==> config.mk <==
export PLATFORM = sky130hd
export DESIGN_NAME = bit_serial_adder
export DESIGN_NICKNAME = d
export VERILOG_FILES = /design/src/rtl/bit_serial_adder_pkg.sv /design/src/rtl/bit_serial_adder_full_adder.sv /design/src/rtl/bit_serial_adder.sv
export SDC_FILE = /design/constraint.sdc
export NUM_CORES = 1
export LEC_CHECK = 0
export CAP_MARGIN = 30
export CORE_AREA = 2 2 68 70
export DETAILED_ROUTE_END_ITERATION = 16
export DIE_AREA = 0 0 70 72
export DONT_BUFFER_PORTS = 1
export PLACE_DENSITY_LB_ADDON = 0.3
export SLEW_MARGIN = 20
export SYNTH_ARGS = -nofsm -noshare
export SYNTH_HDL_FRONTEND = slang
export SYNTH_SLANG_ARGS = --single-unit
export TNS_END_PERCENT = 100
==> constraint.sdc <==
create_clock -name clk -period 1.58 [get_ports clk]
set_input_delay 0.316 -clock clk [delete_from_list [all_inputs] [get_ports clk]]
set_output_delay 0.316 -clock clk [all_outputs]
set_load 0.02 [all_outputs]
==> src/rtl/bit_serial_adder_pkg.sv <==
// Shared definitions for the bit-serial adder: FSM state encoding and default width.
package bit_serial_adder_pkg;

    localparam int DEFAULT_WIDTH = 8;

    typedef enum logic [1:0] {
        IDLE = 2'b00,
        RUN  = 2'b01,
        DONE = 2'b10
    } state_t;

endpackage

==> src/rtl/bit_serial_adder_full_adder.sv <==
// One-bit full adder built from two half-adder cells and an OR on the carries.
module half_adder (
    input  logic x,
    input  logic y,
    output logic s,
    output logic c
);
    assign s = x ^ y;
    assign c = x & y;
endmodule

module full_adder (
    input  logic x,
    input  logic y,
    input  logic z,
    output logic s,
    output logic c
);
    logic s0;
    logic c0;
    logic c1;

    half_adder u_ha0 (.x(x),  .y(y), .s(s0), .c(c0));
    half_adder u_ha1 (.x(s0), .y(z), .s(s),  .c(c1));

    assign c = c0 | c1;
endmodule

==> src/rtl/bit_serial_adder.sv <==
// Bit-serial adder: adds a + b + cin one bit per cycle, LSB first, through a single full adder.
// Handshake: start is sampled only in IDLE/DONE; busy is high exactly in RUN; done pulses for the one DONE cycle.
module bit_serial_adder
    import bit_serial_adder_pkg::*;
#(
    parameter int WIDTH = DEFAULT_WIDTH
) (
    input  logic             clk,
    input  logic             rst_n,
    input  logic             start,
    input  logic [WIDTH-1:0] a,
    input  logic [WIDTH-1:0] b,
    input  logic             cin,
    output logic             busy,
    output logic             done,
    output logic [WIDTH-1:0] sum,
    output logic             cout,
    output logic [1:0]       dbg_state
);

    localparam int CW = $clog2(WIDTH) + 1;
    localparam logic [CW-1:0] LAST = CW'(WIDTH - 1);

    state_t           state;
    state_t           state_nxt;
    logic [WIDTH-1:0] a_sh;
    logic [WIDTH-1:0] b_sh;
    logic [WIDTH-2:0] sum_sh;
    logic [WIDTH-1:0] sum_nxt;
    logic             carry;
    logic [CW-1:0]    cnt;
    logic             fa_s;
    logic             fa_c;
    logic             accept;
    logic             last;

    assign accept  = (state != RUN) && start;
    assign last    = (state == RUN) && (cnt == LAST);
    // Previous sum bits plus this cycle's bit; on the last RUN cycle this is the full result.
    assign sum_nxt = {fa_s, sum_sh};

    full_adder u_fa (
        .x (a_sh[0]),
        .y (b_sh[0]),
        .z (carry),
        .s (fa_s),
        .c (fa_c)
    );

    always_ff @(posedge clk or negedge rst_n) begin
        if (!rst_n) begin
            state <= IDLE;
        end else begin
            state <= state_nxt;
        end
    end

    always_comb begin
        state_nxt = state;
        case (state)
            IDLE:    state_nxt = start ? RUN : IDLE;
            RUN:     state_nxt = last ? DONE : RUN;
            DONE:    state_nxt = start ? RUN : IDLE;
            default: state_nxt = IDLE;
        endcase
    end

    always_comb begin
        busy      = (state == RUN);
        done      = (state == DONE);
        dbg_state = state;
    end

    always_ff @(posedge clk or negedge rst_n) begin
        if (!rst_n) begin
            a_sh   <= '0;
            b_sh   <= '0;
            sum_sh <= '0;
            carry  <= 1'b0;
            cnt    <= '0;
        end else if (accept) begin
            a_sh   <= a;
            b_sh   <= b;
            sum_sh <= '0;
            carry  <= cin;
            cnt    <= '0;
        end else if (state == RUN) begin
            a_sh   <= a_sh >> 1;
            b_sh   <= b_sh >> 1;
            sum_sh <= sum_nxt[WIDTH-1:1];
            carry  <= fa_c;
            cnt    <= cnt + CW'(1);
        end
    end

    // Visible result only moves on entry to DONE and holds through the next RUN.
    always_ff @(posedge clk or negedge rst_n) begin
        if (!rst_n) begin
            sum  <= '0;
            cout <= 1'b0;
        end else if (last) begin
            sum  <= sum_nxt;
            cout <= fa_c;
        end
    end

endmodule

==> results of run 1 <==
registers in the layout, summed over array words and instances, names as in the netlist:
signal / count
cout: 1
b_sh: 8
dbg_state: 2
carry: 1
sum: 8
sum_sh: 7
cnt: 4
a_sh: 8
kinds of logic after synthesis:
family	Yosys count	synth area share [%]
AO/OA/AOI/OAI	26	7.767
adder cells (fa/ha/maj)	2	1.942
AND/OR/NAND/NOR	44	11.50
buffers and inverters	11	3.061
flip-flops	39	58.25
multiplexers	28	17.48
final cells by class:
class	count	area [µm²]	share of cell area, %
inverter	2	8.758	0.4545
clock inverter	2	35.03	1.818
sequential	39	975.9	50.65
clock buffer	6	82.58	4.286
multi-input combinational	100	650.6	33.77
tap	52	65.06	3.377
timing repair buffer	12	108.9	5.649
cells in the final DEF, fill, tap and decap left out, drive strengths merged:
| cell type | netlist | routed |
|---|---|---|
| dfrtp | 39 | 39 |
| mux2i | 18 | 18 |
| mux2 | 10 | 10 |
| nor2b | 1 | 1 |
| clkinv | 1 | 2 |
| nor2 | 2 | 2 |
| nor3 | 2 | 2 |
| buf | 3 | 11 |
| nand3b | 1 | 1 |
| o21ai | 26 | 26 |
| nand2 | 33 | 33 |
| fa | 1 | 1 |
| dlygate4sd3 | 0 | 1 |
| inv | 1 | 1 |
| nand3 | 4 | 4 |
| bufinv | 0 | 1 |
| clkbuf | 6 | 6 |
| ha | 1 | 1 |
| nand2b | 1 | 1 |
worst min-delay path by stage:
stage	startpoint	to	cells past startpoint
floorplan	rst_n	a_sh[0]	0
global placement	rst_n	sum[0]	0
detailed placement	rst_n	sum[0]	0
CTS	b[7]	b_sh[7]	2
global route	b[1]	b_sh[1]	2
finish	b[7]	b_sh[7]	2
per-layer routing:
| layer | track usage [%] | wire length, µm | up-vias |
|---|---|---|---|
| met5 | 0 | 0 | - |
| met4 | 4.274 | 31 | 0 |
| met3 | 6.250 | 215 | 4 |
| met2 | 20.74 | 1429 | 30 |
| met1 | 17.37 | 1350 | 517 |
| li1 | - | - | 522 |
per-stage QoR:
stage	hold WS (ps)	instance area (µm²)	TNS [ps]
final	192.5	1927	0
after global routing	226.7	1927	0
after CTS	191.7	1917	0
after detailed placement	21.43	1764	-1.396
after global placement	22.03	1764	0
after floorplan	20.41	1675	0
timing repair:
item	in CTS	in global routing
gates resized for setup	2	1
hold buffers	2	0
setup endpoints to repair	4	9
gates cloned	0	0
buffers inserted	0	1
hold endpoints to repair	39	0
report_power, final:
| part | total, mW | internal (mW) | switching, mW | leakage, nW |
|---|---|---|---|---|
| Clock | 0.847 | 0.511 | 0.336 | 0.0612 |
| Sequential | 1.85 | 1.42 | 0.424 | 0.495 |
| Combinational | 1.11 | 0.523 | 0.590 | 0.333 |
==> qor.txt, run 1 <==
synth top area cells = dfrtp_1 (58%), mux2i_1 (11%), o21ai_0 (7.8%), nand2_1 (7.4%), mux2_2 (6.7%)
CP endpoint kind = flop
Critical Path Stages = 5
ys async rst share = 100.0%
Routed Antenna Nets = 0
I/O pin count = 33
R2R Setup Slk = 50 ps
CP Class = flop to flop
fill count = 417
Syn Area/Cell = 11.17 µm²
Layout Skew = 3.727 ps
Finish-stage setup viols = 0
Critical Path Fanout Max = 10
Final Hold Viols = 0
Clock Latency Late Sink = 290 ps
ys flop type = dfrtp_1
CTS buffer count = 5
Req. time, crit path = 1750 ps
clk buf depth = 2
top cell family by delay on the critical path = flip-flops
area leader, netlist = dfrtp_1
Cells after DPL = 202
final worst-path cycle share = 96.63%
outcome = complete, no violations
Slew HR = 74.15%
crit path cell chain = ha_2 -> nand2_1 -> nor3_4 -> buf_6 -> mux2_2
PD cells = 1977 nW/µm²
first-pass GRT wire length = 5.395 mm
gpl congestion = 0.6716
leakage power = 0.8896 nW
DP HPWL = 2.160 mm
die area = 5040 µm²
1st-pass router iterations = 4
Syn Nets = 172
drt drc = 0
final slew viol count = 0
# port buffers = 0
CTS tree = done
Routed WL = 3.027 mm
area grow syn2layout = 15.01%
Synth cell types = 19
Initial Utilization = 39.29%
H-tree levels = 2
Tightest Pin Transition = 387.0 ps
Final min period = 1527 ps
share of post-route cells with drive strength above 1 = 19.88%
via density per instance = 5.038
initial antenna violation count = 0
VDD IR-drop max = 0.9496 mV
pin count of the biggest net entering global routing = 40
EDFF count, synth = 0
num rows = 24
reg-to-reg startpoint = cnt[1]
die width = 70 µm
DR vias = 1073
Finished Core Util = 45.19%
Commonest cells post-synth = dfrtp_1 (39), nand2_1 (33), o21ai_0 (26), mux2i_1 (18), mux2_2 (10)
DR iter-0 viols = 77
clock transition at the registers of the reported paths = 70 ps
startpoint types = flop
R2R Path End = sum[0]
Place WS = -1.396 ps
Syn Inst Count = 150
Die Ht = 72 µm
vias in the first global route = 1145
worst setup margin = 53.19 ps
max-cap viol count = 0
n_diodes = 0
CP Buf/Inv Count = 1
max incr delay on CP = 380 ps
sequential fraction of the synthesis area = 58.25%
worst-case reg-to-reg path depth = 5
Tot Pwr = 3.809 mW
CTS root buffer = clkbuf_8
Worst setup startpoint = cnt[1]
CP endpoint = sum[0]
WP data arrival = 1700 ps
CORE AREA = 4264 µm²
Layout Cells excl Fill = 213
top-area cell type share of the netlist area = 58.25%
Seq cells post-synth = 39
CTS Sinks = 39
Critical-path top delay cell = dfrtp_1
unrepaired setup endpoints after global routing = false
most frequent cell after synthesis = dfrtp_1
mapped cell area = 1675 µm²
total grt overflow = 0
gr usage total = 13.58%
Hold Path Class = primary input to flop
Max Clk Rate = 0.6550 GHz
yosys warns = 0
NumNets Final = 182
routed len/inst = 14.21 µm
Power figures use the tool's default switching activity.
==> run 2: changes to the inputs <==
--- a/config.mk
+++ b/config.mk
@@ -10,6 +10,7 @@
 export DETAILED_ROUTE_END_ITERATION = 16
 export DIE_AREA = 0 0 70 72
 export DONT_BUFFER_PORTS = 1
+export GPL_TIMING_DRIVEN = 1
 export PLACE_DENSITY_LB_ADDON = 0.3
 export SLEW_MARGIN = 20
 export SYNTH_ARGS = -nofsm -noshare
==> results of run 2 <==
Same layout as run 1: the final DEF is identical, and so are final timing and power.
==> run 3: changes to the inputs <==
==> constraint.sdc (replaced) <==
create_clock -name clk -period 1.9 [get_ports clk]
set_input_delay 0.38 -clock clk [delete_from_list [all_inputs] [get_ports clk]]
set_output_delay 0.38 -clock clk [all_outputs]
set_load 0.02 [all_outputs]
==> run 3 against run 2 <==
Against the previous run:
- routed wire length down 2.7%
- die area unchanged
- critical path depth down 2
- final cell count down 2.8%
==> qor.txt, run 3 (synthesized netlist as in run 1, its figures left out) <==
PD cells = 1628 nW/µm²
CTS root buffer = clkbuf_8
Flop pwr share = 50.5%
most common library cell in the layout ignoring fill and taps = dfrtp_1
hold path cells = 2
DR WL met2 = 1.367 mm
die area = 5040 µm²
Int Pwr = 1.961 mW
combinational share of power = 26.5%
Finished Core Util = 43.96%
drt drc = 0
hold_sp = a[7]
crit path cell chain = nand2b_1 -> clkinv_1 -> buf_4
Clock Latency Late Sink = 290 ps
Tot Pwr = 3.052 mW
Slew HR = 67.89%
Top Registers = a_sh (8), b_sh (8), sum (8)
outcome = complete, no violations
CTS tree = done
first-pass GRT wire length = 5.278 mm
R2R Path End = sum[7]
routed len/inst = 14.23 µm
final slew viol count = 0
WL met1 = 1.332 mm
unrepaired setup endpoints after global routing = false
max incr delay on CP = 370 ps
H-tree levels = 2
final non-filler cell area = 1874 µm²
startpoint types = flop
Final Hold Viols = 0
Routed Antenna Nets = 0
worst-case reg-to-reg path depth = 3
setup tns final = 0 ps
share of post-route cells with drive strength above 1 = 15.48%
VDD IR-drop max = 0.6320 mV
Req. time, crit path = 1520 ps
DR vias = 1027
via density per instance = 4.961
Worst setup startpoint = dbg_state[1]
Hold Slack = 252.2 ps
Critical-path top delay cell = dfrtp_1
# port buffers = 0
clk buf depth = 2
post-CTS setup buffer count = 0
leakage power = 0.8598 nW
Max Clk Rate = 0.5608 GHz
1st-pass router iterations = 3
WL met3 = 236 µm
I/O pin count = 33
vias in the first global route = 1133
Routed WL = 2.945 mm
DP HPWL = 2.046 mm
Switch Pwr = 1.091 mW
Die Ht = 72 µm
num rows = 24
Final min period = 1783 ps
CORE AREA = 4264 µm²
Layout Skew = 4.369 ps
pin count of the biggest net entering global routing = 40
gr usage total = 13.52%
Placement Cell Area = 1727 µm²
CTS buffer count = 5
WP data arrival = 1400 ps
max-cap viol count = 0
die width = 70 µm
total grt overflow = 0
most frequent cells in the layout = dfrtp_1 (39), nand2_1 (33), o21ai_0 (26)
Net Sw Frac = 35.75%
Tightest Pin Transition = 480.1 ps
Hold Path Class = primary input to flop
Critical Path Stages = 3
gpl congestion = 0.6482
top cell family by delay on the critical path = buffers and inverters
CP Class = flop to output port
DR iter-0 viols = 43
top layer in use = met4
Initial Utilization = 39.29%
n_diodes = 0
NumNets Final = 176
area grow syn2layout = 11.87%
initial antenna violation count = 0
CTS Sinks = 39
CP endpoint = busy
clock transition at the registers of the reported paths = 70 ps
CP Buf/Inv Count = 2
Finish-stage setup viols = 0
CP endpoint kind = output port
Critical Path Fanout Max = 38
clock share of power = 22.9%
final worst-path cycle share = 93.85%
R2R Setup Slk = 260 ps
reg-to-reg startpoint = dbg_state[1]
run 3: worst min-delay path by stage:
stage	end	slack [ps]
2_1_floorplan	a_sh[0]	80
3_3_place_gp	sum_sh[0]	90
3_5_place_dp	sum_sh[0]	90
4_1_cts	a_sh[7]	240
5_1_grt	b_sh[7]	260
6_report	a_sh[7]	250
run 3: metal layers:
layer	global-route usage, %	vias to the layer above
met5	0	-
met4	3.846	0
met3	7.083	2
met2	21.48	28
met1	16.20	477
li1	-	520
run 3: layout make-up:
cell class | count | area (µm²)
multi-input cells | 100 | 648.1
repair buffers | 6 | 60.06
fillers | 413 | 2390
clock buffers | 6 | 82.58
flip-flops and latches | 39 | 975.9
inverters | 2 | 7.507
clock inverters | 2 | 35.03
well taps | 52 | 65.06
run 3: repair_timing:
item,4_1_cts,5_1_grt
hold endpoints to repair,39,0
hold buffers,2,0
gates resized for setup,0,0
run 3: power groups by stage:
| stage | logic (mW) | clock network (mW) | registers, mW |
|---|---|---|---|
| after CTS | 0.824 | 0.722 | 1.55 |
| after floorplan | 0.657 | 0 | 1.51 |
| after global routing | 0.956 | 0.765 | 1.60 |
| after global placement | 0.756 | 0 | 1.55 |
| after detailed placement | 0.799 | 0 | 1.57 |
| final | 0.809 | 0.700 | 1.54 |
run 3: per-stage QoR:
stage                     setup slack [ps]  cells
after floorplan                      278.4    150
final                                116.8    207
after CTS                            113.9    207
after detailed placement             249.5    197
after global routing                 6.889    207
after global placement               302.0    197
